$ cat src/rtl/apb_csr_slave_pkg.sv
// Shared definitions for the APB CSR slave: register offsets, CTRL bit positions,
// reset values, the interrupt vector type and the address decoder.
package apb_csr_slave_pkg;

    localparam logic [7:0] CSR_VERSION_OFS  = 8'h00;
    localparam logic [7:0] CSR_CTRL_OFS     = 8'h04;
    localparam logic [7:0] CSR_STATUS_OFS   = 8'h08;
    localparam logic [7:0] CSR_IRQ_MASK_OFS = 8'h0C;
    localparam logic [7:0] CSR_COUNTER_OFS  = 8'h10;
    localparam logic [7:0] CSR_SCRATCH_OFS  = 8'h20;

    localparam int CTRL_CNT_EN_BIT  = 0;
    localparam int CTRL_CNT_CLR_BIT = 1;

    typedef logic [3:0] irq_vec_t;

    localparam logic [7:0]  CTRL_RST    = 8'h00;
    localparam irq_vec_t    STATUS_RST  = 4'h0;
    localparam irq_vec_t    MASK_RST    = 4'h0;
    localparam logic [31:0] COUNTER_RST = 32'h0;
    localparam logic [31:0] SCRATCH_RST = 32'h0;

    typedef enum logic [2:0] {
        CSR_SEL_NONE,
        CSR_SEL_VERSION,
        CSR_SEL_CTRL,
        CSR_SEL_STATUS,
        CSR_SEL_MASK,
        CSR_SEL_COUNTER,
        CSR_SEL_SCRATCH
    } csr_sel_e;

    // Word-address decode; anything not listed falls through to NONE (reads 0, writes dropped).
    function automatic csr_sel_e csr_decode(input logic [5:0] word, input int num_scratch);
        int w;
        int base;
        w    = int'(word);
        base = int'(CSR_SCRATCH_OFS[7:2]);
        if (w >= base && w < base + num_scratch) return CSR_SEL_SCRATCH;
        case (word)
            CSR_VERSION_OFS[7:2]:  return CSR_SEL_VERSION;
            CSR_CTRL_OFS[7:2]:     return CSR_SEL_CTRL;
            CSR_STATUS_OFS[7:2]:   return CSR_SEL_STATUS;
            CSR_IRQ_MASK_OFS[7:2]: return CSR_SEL_MASK;
            CSR_COUNTER_OFS[7:2]:  return CSR_SEL_COUNTER;
            default:               return CSR_SEL_NONE;
        endcase
    endfunction

endpackage

$ cat src/rtl/apb_csr_slave_if.sv
// APB3 bus bundle between the CSR master and the CSR slave.
interface apb_csr_slave_if;
    logic        psel;
    logic        penable;
    logic [31:0] paddr;
    logic        pwrite;
    logic [31:0] pwdata;
    logic [31:0] prdata;
    logic        pready;

    modport master (output psel, penable, paddr, pwrite, pwdata, input prdata, pready);
    modport slave  (input psel, penable, paddr, pwrite, pwdata, output prdata, pready);
endinterface

$ cat src/rtl/apb_csr_slave_wait_ctrl.sv
// Access-phase wait-state counter; pready fires once WAIT_CYCLES stalled cycles have elapsed.
module apb_wait_ctrl #(
    parameter int WAIT_CYCLES = 1
) (
    input  logic clk,
    input  logic rst_n,
    input  logic i_psel,
    input  logic i_penable,
    output logic o_pready
);
    localparam int CW = (WAIT_CYCLES < 1) ? 1 : $clog2(WAIT_CYCLES + 1);

    logic [CW-1:0] r_wcnt;
    logic          w_pready;

    assign w_pready = i_psel & i_penable & (r_wcnt == CW'(WAIT_CYCLES));
    assign o_pready = w_pready;

    // Dropping psel aborts the access; completion restarts the count for a back-to-back setup.
    always_ff @(posedge clk or negedge rst_n) begin
        if (!rst_n)                  r_wcnt <= '0;
        else if (!i_psel || w_pready) r_wcnt <= '0;
        else if (i_penable)          r_wcnt <= r_wcnt + 1'b1;
    end
endmodule

$ cat src/rtl/apb_csr_slave.sv
// APB3 CSR slave: version, control, W1C status, irq mask, free-running counter, scratch words.
module apb_csr_slave
    import apb_csr_slave_pkg::*;
#(
    parameter int          WAIT_CYCLES = 1,
    parameter int          NUM_SCRATCH = 4,
    parameter logic [31:0] VERSION     = 32'h0001_0000
) (
    input  logic           clk,
    input  logic           rst_n,
    apb_csr_slave_if.slave apb,
    input  irq_vec_t       hw_event_i,
    output logic [7:0]     ctrl_o,
    output logic           irq_o
);
    logic        w_pready;
    logic        w_wr;
    logic        w_rd;
    csr_sel_e    w_sel;
    logic [2:0]  w_sidx;
    irq_vec_t    w_w1c;
    logic [31:0] w_rdata;
    logic        w_unused_addr;

    logic [7:0]  r_ctrl;
    irq_vec_t    r_status;
    irq_vec_t    r_mask;
    logic [31:0] r_counter;
    logic [31:0] r_scratch [NUM_SCRATCH];
    logic        r_irq;

    apb_wait_ctrl #(.WAIT_CYCLES(WAIT_CYCLES)) u_wait (
        .clk       (clk),
        .rst_n     (rst_n),
        .i_psel    (apb.psel),
        .i_penable (apb.penable),
        .o_pready  (w_pready)
    );

    assign w_wr          = w_pready & apb.pwrite;
    assign w_rd          = w_pready & ~apb.pwrite;
    assign w_sel         = csr_decode(apb.paddr[7:2], NUM_SCRATCH);
    assign w_sidx        = apb.paddr[4:2];
    assign w_w1c         = (w_wr && w_sel == CSR_SEL_STATUS) ? apb.pwdata[3:0] : '0;
    assign w_unused_addr = ^{apb.paddr[31:8], apb.paddr[1:0]};

    // The clear bit lives for exactly one cycle after the write that set it.
    always_ff @(posedge clk or negedge rst_n) begin
        if (!rst_n) begin
            r_ctrl <= CTRL_RST;
        end else if (w_wr && w_sel == CSR_SEL_CTRL) begin
            r_ctrl <= apb.pwdata[7:0];
        end else begin
            r_ctrl[CTRL_CNT_CLR_BIT] <= 1'b0;
        end
    end

    // Event OR comes after the W1C mask so a coincident event keeps the bit set.
    always_ff @(posedge clk or negedge rst_n) begin
        if (!rst_n) begin
            r_status <= STATUS_RST;
            r_mask   <= MASK_RST;
            r_irq    <= 1'b0;
        end else begin
            r_status <= (r_status & ~w_w1c) | hw_event_i;
            if (w_wr && w_sel == CSR_SEL_MASK) r_mask <= apb.pwdata[3:0];
            r_irq <= |(r_status & r_mask);
        end
    end

    always_ff @(posedge clk or negedge rst_n) begin
        if (!rst_n)                        r_counter <= COUNTER_RST;
        else if (r_ctrl[CTRL_CNT_CLR_BIT]) r_counter <= COUNTER_RST;
        else if (r_ctrl[CTRL_CNT_EN_BIT])  r_counter <= r_counter + 32'd1;
    end

    always_ff @(posedge clk or negedge rst_n) begin
        if (!rst_n) begin
            for (int i = 0; i < NUM_SCRATCH; i++) r_scratch[i] <= SCRATCH_RST;
        end else if (w_wr && w_sel == CSR_SEL_SCRATCH) begin
            for (int i = 0; i < NUM_SCRATCH; i++)
                if (w_sidx == 3'(i)) r_scratch[i] <= apb.pwdata;
        end
    end

    always_comb begin
        w_rdata = '0;
        case (w_sel)
            CSR_SEL_VERSION: w_rdata = VERSION;
            CSR_SEL_CTRL: begin
                w_rdata[7:0]             = r_ctrl;
                w_rdata[CTRL_CNT_CLR_BIT] = 1'b0;
            end
            CSR_SEL_STATUS:  w_rdata[3:0] = r_status;
            CSR_SEL_MASK:    w_rdata[3:0] = r_mask;
            CSR_SEL_COUNTER: w_rdata = r_counter;
            CSR_SEL_SCRATCH: begin
                for (int i = 0; i < NUM_SCRATCH; i++)
                    if (w_sidx == 3'(i)) w_rdata = r_scratch[i];
            end
            default: w_rdata = '0;
        endcase
    end

    assign apb.prdata = w_rd ? w_rdata : '0;
    assign apb.pready = w_pready;
    assign ctrl_o     = r_ctrl;
    assign irq_o      = r_irq;
endmodule
$ cat src/flat_wrapper.sv
// flat-port wrapper written by rule: the top's interface ports become plain ports
module apb_csr_slave_flat import apb_csr_slave_pkg::*;
#(
    parameter int          WAIT_CYCLES = 1,
    parameter int          NUM_SCRATCH = 4,
    parameter logic [31:0] VERSION     = 32'h0001_0000
)
  (clk, rst_n, hw_event_i, ctrl_o, irq_o, apb_psel, apb_penable, apb_paddr, apb_pwrite, apb_pwdata, apb_prdata, apb_pready);
  apb_csr_slave_if apb_i ();
  input  logic clk;
  input  logic rst_n;
  input  irq_vec_t hw_event_i;
  output logic [7:0] ctrl_o;
  output logic irq_o;
  input wire logic [$bits(apb_i.psel)-1:0] apb_psel;
  input wire logic [$bits(apb_i.penable)-1:0] apb_penable;
  input wire logic [$bits(apb_i.paddr)-1:0] apb_paddr;
  input wire logic [$bits(apb_i.pwrite)-1:0] apb_pwrite;
  input wire logic [$bits(apb_i.pwdata)-1:0] apb_pwdata;
  output wire logic [$bits(apb_i.prdata)-1:0] apb_prdata;
  output wire logic [$bits(apb_i.pready)-1:0] apb_pready;
  assign apb_i.psel = apb_psel;
  assign apb_i.penable = apb_penable;
  assign apb_i.paddr = apb_paddr;
  assign apb_i.pwrite = apb_pwrite;
  assign apb_i.pwdata = apb_pwdata;
  assign apb_prdata = apb_i.prdata;
  assign apb_pready = apb_i.pready;
  apb_csr_slave #(.WAIT_CYCLES(WAIT_CYCLES), .NUM_SCRATCH(NUM_SCRATCH), .VERSION(VERSION)) u_core (.clk(clk), .rst_n(rst_n), .apb(apb_i), .hw_event_i(hw_event_i), .ctrl_o(ctrl_o), .irq_o(irq_o));
endmodule
$ cat config.mk
export PLATFORM = sky130hd
export DESIGN_NAME = apb_csr_slave_flat
export DESIGN_NICKNAME = d
export VERILOG_FILES = /design/src/rtl/apb_csr_slave_pkg.sv /design/src/rtl/apb_csr_slave_if.sv /design/src/rtl/apb_csr_slave_wait_ctrl.sv /design/src/rtl/apb_csr_slave.sv /design/src/flat_wrapper.sv
export SDC_FILE = /design/constraint.sdc
export NUM_CORES = 1
export LEC_CHECK = 0
export CORE_ASPECT_RATIO = 0.7
export CORE_MARGIN = 2
export CORE_UTILIZATION = 28
export CTS_CLUSTER_SIZE = 16
export DETAILED_ROUTE_END_ITERATION = 16
export MAX_ROUTING_LAYER = met4
export PLACE_DENSITY_LB_ADDON = 0.2
export SLEW_MARGIN = 0
export SYNTH_ARGS = -nofsm -noshare
export SYNTH_HDL_FRONTEND = slang
export SYNTH_SLANG_ARGS = --single-unit
$ cat constraint.sdc
create_clock -name clk -period 3.3 [get_ports clk]
set_input_delay 0.66 -clock clk [delete_from_list [all_inputs] [get_ports clk]]
set_output_delay 0.66 -clock clk [all_outputs]
set_load 0.005 [all_outputs]
=== Word-level counts from Yosys, hierarchy flattened ===
Cells that the tools add are included.

* Bits in registers: 178
* Word-level logic and storage cells: 71

* Add/subtract/negate cells: 2
* Magnitude comparators: 2
* Equal/unequal tests: 13
* Muxes and demuxes: 18
* Bitwise operators: 9
* Reduce and logical (&&, ||, !) cells: 16

{| class="wikitable"
|+ Operators by type and width
! cell !! number
|-
| 2-to-1 mux 32 bit || 7
|-
| case mux 24 bit (3 select lines) || 1
|-
| adder 32 x 1 -> 32 bit, second input constant || 1
|-
| case mux 4 bit (5 select lines) || 1
|-
| case mux 3 bit (5 select lines) || 1
|-
| == test 3 x 2 -> 1 bit, second input constant || 4
|-
| == test 6 x 2 -> 1 bit, second input constant || 2
|-
| case mux 4 bit (3 select lines) || 1
|-
| == test 3 bit, second input constant || 3
|-
| bitwise AND 4 bit || 2
|-
| AND reduction 2 bit || 4
|-
| == test 3 x 1 -> 1 bit, second input constant || 2
|-
| == test 6 x 1 -> 1 bit, second input constant || 1
|-
| == test 6 x 3 -> 1 bit, second input constant || 1
|-
| >= comparator 6 x 4 -> 1 bit, second input constant || 1
|-
| zero test 6 bit || 1
|-
| less-than comparator 6 x 4 -> 1 bit, second input constant || 1
|-
| 2-to-1 mux 3 bit || 2
|-
| logical AND 1 bit || 5
|-
| bitwise AND 1 bit || 4
|-
| 2-to-1 mux 1 bit || 4
|-
| 2-to-1 mux 4 bit || 1
|-
| inverter 4 bit || 1
|-
| bitwise OR 4 bit || 1
|-
| other kinds (7) || 8
|}

=== Logic depth before layout (Yosys ltp) ===
Gate-level depths: netlist of run 1.

* Depth after elaboration: 10
* Gate-level depth with buffers: 7
* Mapped depth without buffers: 5

=== By module ===
From an unflattened synthesis of run 1, not the netlist that was laid out.

* Cells, all modules: 714
* Area total of the unflattened synthesis: 8642.0 sq um

{| class="wikitable"
|+ Modules (own cells, without submodules)
! module !! instances !! cells an instance !! area an instance (sq um) !! sequential area each (sq um)
|-
| apb_csr_slave || 1 || 710 || 8594.5 || 4429.2
|-
| apb_wait_ctrl || 1 || 4 || 47.5 || 25.0
|}

=== Least setup slack after synthesis of run 1 ===
Ideal clock, no wire load.

* Path kind: input-to-output
* Start point: input apb_paddr[3]
* End point: output apb_prdata[30]
* Arrival: 2005 ps
* Required time: 2640 ps
* Setup slack: 635 ps
* Cell stages on the path: 6
* Buffers on the path: 3
* Cells stage by stage: clkbuf_1 clkbuf_1 nor3_1 o21ai_1 clkbuf_1 nor2_1

* Longest elaborated chain between the ends: 7

{| class="wikitable"
|+ Ends and longest elaborated chain
! what !! line !! RTL
|-
| from (decl) || flat_wrapper.sv:17 || <nowiki>input wire logic [$bits(apb_i.paddr)-1:0] apb_paddr;</nowiki>
|-
| >= comparator 6 x 4 -> 1 bit (tied with other cells) || apb_csr_slave_pkg.sv:39 || <nowiki>if (w >= base && w < base + num_scratch) return CSR_SEL_SCRATCH;</nowiki>
|-
| logical AND 1 bit or 2-to-1 mux 32 bit (tied branches) || apb_csr_slave_pkg.sv:39, apb_csr_slave.sv:99 ||
|-
| 2-to-1 mux 1 bit or 2-to-1 mux 32 bit (tied branches) || apb_csr_slave_pkg.sv:39, apb_csr_slave.sv:99 ||
|-
| 2-to-1 mux 3 bit or 2-to-1 mux 32 bit (tied branches) || apb_csr_slave_pkg.sv:40, apb_csr_slave.sv:99 ||
|-
| == test 3 bit (tied with other cells) || apb_csr_slave.sv:88 || <nowiki>case (w_sel)</nowiki>
|-
| case mux 24 bit (3 select lines) * || apb_csr_slave.sv:88 ||
|-
| 2-to-1 mux 32 bit * || apb_csr_slave.sv:105 || <nowiki>assign apb.prdata = w_rd ? w_rdata : '0;</nowiki>
|-
| to (decl) || flat_wrapper.sv:20 || <nowiki>output wire logic [$bits(apb_i.prdata)-1:0] apb_prdata;</nowiki>
|}

Every way passes the cells marked *; elsewhere a longest branch is shown, timed or not.

=== Worst setup path in the final report of run 1 ===
* Start point: input apb_paddr[4]
* End point: output apb_prdata[8]

The elaborated chain is that of the path after synthesis.

==> metrics.yaml, run 1 <==
synth:
  avgSynthCellArea_sq_um: 11.9
  synth_top_area_share: 0.523
  yosysUniqueCellTypes: 54
  synth_ff_type: "dfrtp_1"
  async_flop_share: 1.00
  syn_area_sq_um: 8510
  synth_edf_count: 0
  synth_seq_area_share: 0.523
  synth-seq-cells: 178
  synth_warnings: 0
  synthCells: 714
  synthTopCellsByCount: "dfrtp_1, mux2_2, a21oi_1, nand2_1, clkbuf_1"
  netlist_top_cells_area: "dfrtp_1, mux2_2, o221ai_1"
  syn_nets: 788
  yosysMostFrequentCell: "dfrtp_1"
  yosysTopAreaCell: "dfrtp_1"
clock_network:
  cts_max_path_buffers: 2
  cts_buffers: 17
  insertion_delay_ns: 0.45
  cts.sinks: 178
  cts-htree-levels: 4
  cts.clk_slew.worst_paths_ns: 0.07
  cts_tree: "yes"
  cts-root-buf: "clkbuf_16"
  hold_buffers: 0
worst_setup_path:
  required_ns: 2.64
  end_kind: "output port"
  worstSetupPathType: "in2out"
  crit_arrival_ns: 2.58
  worstSetupStartpointType: "primary input"
  crit_fanout: 5
placement:
  dp_cells: 1216
  place.gp.congestion: 0.754
  place_ws_ns: -0.356
  portBuffers: 88
  hpwlAfterDp_mm: 17.2
final_layout:
  fin_cells: 1251
  nets: 901
  drive_gt1_frac: 0.365
  fillers: 3008
  layout.area.seq_sq_um: 4450
  multi_input_area_sq_um: 3930
  syn2layout_area_growth_pct: 29.4
  diodes: 0
timing:
  drv_slew: 0
  max_slew.worst_pin.slew_ns: 0.849
  max_slew_margin: 0.429
  setup_ws_ns: 0.0623
  post-route-period-util: 0.981
  skew_ns: 0.0121
  hold_viol: 0
  max_freq_mhz: 309
  rsz0062_at_grt: "yes"
  holdWs_ns: 0.236
  min_period_ns: 3.24
  setup_viol: 0
global_routing:
  grt.total_usage: 0.175
  grt_max_degree: 76
  antenna_found_initial: 0
  grt_pass1_vias: 6585
  grt_pass1_wl_mm: 40.0
  grt_overflow: 0
min_path:
  hold_class: "in2async"
floorplan:
  chipWidth_microns: 212
  initial_core_util: 0.284
  num_io_pins: 115
  dieArea_sq_um: 31800
  design.core.area_sq_um: 30000
  die_h_microns: 150
  fp-row-count: 53
drt:
  viasPerCell: 5.08
  routedWlPerCell_microns: 20.5
  drt-pass1-iter-count: 5
  drt-total-wl_mm: 25.6
  vias: 6353
  ant_nets: 0
  drc: 0
  initialDrtViolationCount: 421
pwr:
  finalPower_w: 0.00473
  p_leak_nw: 4.83
  p_per_area_nw_per_um2: 430
  peakVddDrop_mv: 0.258
job:
  timing.max_cap.violations: 0
outcome:
  status: "complete, no violations"
-- final timing paths --
path / from / end / slack, ns / depth (start not counted)
max in group asynchronous: rst_n / u_core.r_scratch[68] / 2.24 / 2
min reg2reg: u_core.r_scratch[30] / u_core.r_scratch[30] / 0.51 / 1
max: apb_paddr[4] / apb_prdata[8] / 0.06 / 10
max reg2reg: u_core.r_counter[0] / u_core.r_counter[28] / 0.93 / 5
min in group clk: u_core.r_scratch[30] / u_core.r_scratch[30] / 0.51 / 1
min: rst_n / u_core.r_scratch[15] / 0.24 / 1
-- worst max-delay path: stages --
cell and delay [ns]:
clkdlybuf4s50_1 0.41, buf_6 0.14, nor4b_4 0.26, buf_6 0.19, buf_12 0.14, o221ai_2 0.08
a21o_1 0.19, a21oi_2 0.12, buf_4 0.13, dlygate4sd2_1 0.24
-- registers in the layout (all words and copies together), names as in the netlist --
signal and cells:
u_core.ctrl_o 8, u_core.irq_o 1, u_core.r_counter 32, u_core.r_mask 4, u_core.r_scratch 128, u_core.r_status 4, u_core.u_wait.r_wcnt 1
-- layout by cell type (no fill, tap or decap), types with 3 or more instances in the layout --
master           count
bufinv_16            3
dfrtp_1            178
and3_1               5
clkdlybuf4s15_1      5
xor2_1               7
inv_1                5
nor2_1              18
nand3_1              8
a21oi_2             21
clkdlybuf4s15_2      3
buf_12              15
a21o_1              35
clkbuf_8             4
clkdlybuf4s50_1     51
clkbuf_2            18
nand2_1             39
xnor2_1              8
clkinv_2             3
buf_6                3
buf_2                5
dlygate4sd2_1        4
buf_4               45
o221ai_1            29
and4_1               5
nor4_1               5
a22o_1               3
nor2b_1              3
clkbuf_16           17
nand4_1              5
mux2_2             144
a22oi_1             11
o22ai_1             31
or3_1                4
nor2_4               3
or4_1               13
a21oi_1             27
o31ai_1             14
-- layer usage --
metal / track usage / vias to the layer above / part of all wire / wire length [microns]
li1: - / 2920 / - / -
met1: 0.251 / 3262 / 0.51 / 13100
met2: 0.248 / 146 / 0.43 / 10900
met3: 0.0329 / 25 / 0.045 / 1160
met4: 0.0531 / 0 / 0.015 / 380
met5: - / - / 0 / 0
-- metrics by stage --
step | area, sq um | utilization | TNS (ns)
2_1_floorplan | 8510 | - | 0
3_3_place_gp | 10300 | 0.344 | -8.80
3_5_place_dp | 10300 | 0.344 | -8.68
4_1_cts | 11100 | 0.369 | 0
5_1_grt | 11000 | 0.367 | -0.0845
6_report | 11000 | 0.367 | 0
-- repair_timing --
action,in CTS,in global routing
cloned,2,0
pin swaps,15,11
gates resized for setup,71,51
setup endpoints to repair,32,29
setup buffers,2,0
-- report_power, final --
group	internal, W	total [W]	switching (W)
sequential	0.00221	0.00224	0.0000274
clock	0.00127	0.00215	0.000889
combinational	0.000155	0.000337	0.000182
total	0.00363	0.00473	0.00110
-- logic make-up (layout without fill, tap and decap cells) --
kind of cell / after synthesis / in the layout / share of synthesized area
AOI/OAI and AO/OA: 184 / 184 / 0.149
DFF: 178 / 178 / 0.523
muxes: 146 / 146 / 0.194
and+or+nand+nor: 127 / 127 / 0.0853
buffers and inverters: 63 / 188 / 0.0316
xor gates and xnor gates: 15 / 15 / 0.0154
adders and majority gates: 1 / 1 / 0.00147
-- layout make-up --
type | count | share of cell area
sequential | 178 | 0.404
multi-input combinational | 473 | 0.357
timing repair buffer | 152 | 0.135
tap | 412 | 0.0468
clock buffer | 22 | 0.0440
clock inverter | 9 | 0.0117
inverter | 5 | 0.00170
Note: power is estimated with default switching activity, not from simulation.
==> run 2, diff against run 1 <==
--- a/config.mk
+++ b/config.mk
@@ -11,7 +11,7 @@
 export CTS_CLUSTER_SIZE = 16
 export DETAILED_ROUTE_END_ITERATION = 16
 export MAX_ROUTING_LAYER = met4
-export PLACE_DENSITY_LB_ADDON = 0.2
+export PLACE_DENSITY = 0.48
 export SLEW_MARGIN = 0
 export SYNTH_ARGS = -nofsm -noshare
 export SYNTH_HDL_FRONTEND = slang
==> run 2 against run 1 <==
Sequential share of layout area decreased by 0.54 points. Combinational power about the same. First-iteration DRC count decreased by 15%. Largest power group unchanged. Global-route usage decreased by 0.37 points. Utilization increased by 0.49 points. The run now ends with setup timing left. Power decreased by 2.7%.
==> metrics.yaml, run 2 (same netlist as run 1, synthesis figures left out) <==
pwr:
  peakVddDrop_mv: 0.259  # was 0.258 mV
  net-switching-power_w: 0.00107  # was 0.00110 W
  pwr-share-clk: 0.440  # was 0.455
  p_leak_nw: 5.11  # was 4.83 nW
  pwr-share-seq: 0.487  # was 0.474
  p_per_area_nw_per_um2: 413  # was 430 nW/um^2
  switching_share: 0.233  # was 0.232
  combinationalPowerShare: 0.073  # was 0.071
  intPower_w: 0.00353  # was 0.00363 W
worst_setup_path:
  rr_startpoint: "u_core.r_counter[0]"  # unchanged
  path_buf_inv: 9  # was 6
  crit_cells: 12  # was 10
  critPathCapture: "apb_prdata[30]"  # was apb_prdata[8]
  critPathSlowestCell: "clkdlybuf4s50_1"  # unchanged
  cpPeakStageDelay_ns: 0.45  # was 0.41 ns
  crit_fanout: 6  # was 5
  worstSetupPathType: "in2out"  # unchanged
  crit_arrival_ns: 2.69  # was 2.58 ns
  r2r_end: "u_core.r_counter[28]"  # unchanged
  cp-startpoint: "apb_paddr[4]"  # unchanged
  crit_top_cell: "buf_4"  # was buf_6
  worstSetupStartpointType: "primary input"  # unchanged
  cp_cell_sequence: "clkdlybuf4s50_1, buf_4, nor4b_4, buf_6, buf_4, buf_4, buf_4, buf_4, buf_4, a22oi_1, nor2_1, dlygate4sd2_1"  # was clkdlybuf4s50_1, buf_6, nor4b_4, buf_6, buf_12, o221ai_2, a21o_1, a21oi_2, buf_4, dlygate4sd2_1
  end_kind: "output port"  # unchanged
  required_ns: 2.64  # about the same
  ff2ff_setup_slack_ns: 0.92  # was 0.93 ns
  reg2regPathDepth: 5  # unchanged
  crit_family: "buffers and inverters"  # unchanged
timing:
  holdWs_ns: 0.167  # was 0.236 ns
  fin_setup_tns_ns: -0.0511  # was 0 ns
  hold_viol: 0  # unchanged
  min_period_ns: 3.35  # was 3.24 ns
  rsz0062_at_grt: "yes"  # unchanged
  skew_ns: 0.0127  # was 0.0121 ns
  max_slew_margin: 0.611  # was 0.429
  setup_viol: 1  # was 0
  setup_ws_ns: -0.0511  # was 0.0623 ns
  post-route-period-util: 1.02  # was 0.981
  max_slew.worst_pin.slew_ns: 0.584  # was 0.849 ns
  drv_slew: 0  # unchanged
  max_freq_mhz: 298  # was 309 MHz
global_routing:
  grt.total_usage: 0.171  # was 0.175
  antenna_found_initial: 0  # unchanged
  grt_busiest_layer: "met1"  # unchanged
  grtUsageMet1: 0.252  # was 0.251
  grt_pass1_wl_mm: 39.7  # was 40.0 mm
  grt_pass1_vias: 6451  # was 6585
  grtUsageMet2: 0.239  # was 0.248
  grt_overflow: 0  # unchanged
  grt_max_degree: 64  # was 76
  grt_use_met3: 0.0296  # was 0.0329
final_layout:
  diodes: 0  # unchanged
  syn2layout_area_growth_pct: 31.1  # was 29.4%
  fillers: 2988  # was 3008
  regMostFlops: "u_core.r_scratch"  # unchanged
  nets: 909  # was 901
  final_cell_area_sq_um: 11200  # was 11000 sq um
  largest_register_ffs: 128  # unchanged
  layout_commonest_cell: "dfrtp_1"  # unchanged
  final_cell_mix: "dfrtp_1, mux2_2, clkdlybuf4s50_1"  # unchanged
  drive_gt1_frac: 0.357  # was 0.365
  fin_cells: 1260  # was 1251
floorplan:
  die_h_microns: 150  # unchanged
  initial_core_util: 0.284  # unchanged
  dieArea_sq_um: 31800  # unchanged
  design.core.area_sq_um: 30000  # unchanged
  chipWidth_microns: 212  # unchanged
  fp-row-count: 53  # unchanged
  num_io_pins: 115  # unchanged
placement:
  place_ws_ns: -0.306  # was -0.356 ns
  portBuffers: 88  # unchanged
  hpwlAfterDp_mm: 17.2  # about the same
  place.gp.congestion: 0.744  # was 0.754
  dp_cells: 1217  # was 1216
  placed_area_sq_um: 10400  # was 10300 sq um
drt:
  drt-pass1-iter-count: 4  # was 5
  initialDrtViolationCount: 357  # was 421
  viasPerCell: 5.05  # was 5.08
  ant_nets: 0  # unchanged
  routedWlPerCell_microns: 19.9  # was 20.5 microns
  drt-total-wl_mm: 25.1  # was 25.6 mm
  drc: 0  # unchanged
  vias: 6360  # was 6353
clock_network:
  cts_tree: "yes"  # unchanged
  cts-root-buf: "clkbuf_16"  # unchanged
  cts.clk_slew.worst_paths_ns: 0.07  # about the same
  cts.sinks: 178  # unchanged
  insertion_delay_ns: 0.44  # was 0.45 ns
  cts_max_path_buffers: 2  # unchanged
  cts_buffers: 17  # unchanged
  hold_buffers: 0  # unchanged
  cts-htree-levels: 4  # unchanged
outcome:
  status: "finished, violations left"  # was complete, no violations
  violations: "setup timing"
job:
  timing.max_cap.violations: 0  # unchanged
min_path:
  hold_class: "in2async"  # unchanged
==> run 2: cell count changes in the layout (fill, tap and decap cells not counted), sizes merged <==
cell	change
buf	+8
bufbuf	+1
bufinv	-2
clkbuf	-8
clkdlybuf4s15	-7
clkinvlp	-1
dlygate4sd2	+5
dlymetal6s2s	+12
inv	+1
==> run 2: layout make-up <==
cell class                 instances  area, sq um  area share
clock buffer                      25          515      0.0462
clock inverter                     7         70.1     0.00628
inverter                           5         18.8     0.00168
multi-input combinational        473         3940       0.353
sequential                       178         4450       0.399
tap                              412          515      0.0462
timing repair buffer             160         1640       0.147
==> run 2: power by group through the flow <==
stage / clock [W] / combinational (W) / sequential [W]
final: 0.00203 / 0.000335 / 0.00224
after global routing: 0.00218 / 0.000370 / 0.00224
after CTS: 0.00209 / 0.000335 / 0.00224
after detailed placement: 0 / 0.000327 / 0.00228
after global placement: 0 / 0.000328 / 0.00228
after floorplan: 0 / 0.000115 / 0.00227
==> run 2: worst min-delay path by stage <==
stage / depth (start not counted) / from / slack (ns) / to
6_report: 1 / rst_n / 0.17 / u_core.r_scratch[15]
5_1_grt: 1 / rst_n / 0.20 / u_core.r_scratch[15]
4_1_cts: 1 / rst_n / 0.19 / u_core.r_scratch[15]
3_5_place_dp: 1 / u_core.r_scratch[36] / 0.50 / u_core.r_scratch[36]
3_3_place_gp: 1 / u_core.r_scratch[30] / 0.49 / u_core.r_scratch[30]
2_1_floorplan: 0 / rst_n / 0.36 / u_core.ctrl_o[0]
==> run 2: per-stage QoR <==
stage	power [W]	util
2_1_floorplan	0.00239	-
3_3_place_gp	0.00261	0.345
3_5_place_dp	0.00261	0.345
4_1_cts	0.00467	0.369
5_1_grt	0.00480	0.372
6_report	0.00460	0.372
==> run 2: repair_timing <==
item	4_1_cts	5_1_grt
endpoints found under the hold margin	0	0
resized for setup	44	48
setup endpoints to repair	32	16
cloned	1	0
buffers inserted	4	6
pin swaps	0	3
==> run 2: layer usage <==
metal,share of wire,vias up,wire (microns)
li1,-,2930,-
met1,0.52,3292,13100
met2,0.43,134,10700
met3,0.044,4,1110
met4,0.0034,0,86
met5,0,-,0
==> run 3, diff against run 2 <==
--- a/config.mk
+++ b/config.mk
@@ -8,7 +8,7 @@
 export CORE_ASPECT_RATIO = 0.7
 export CORE_MARGIN = 2
 export CORE_UTILIZATION = 28
-export CTS_CLUSTER_SIZE = 16
+export CTS_CLUSTER_SIZE = 28
 export DETAILED_ROUTE_END_ITERATION = 16
 export MAX_ROUTING_LAYER = met4
 export PLACE_DENSITY = 0.48
==> results of run 3 <==
No change in the layout: final DEF, timing and power equal those of run 2.
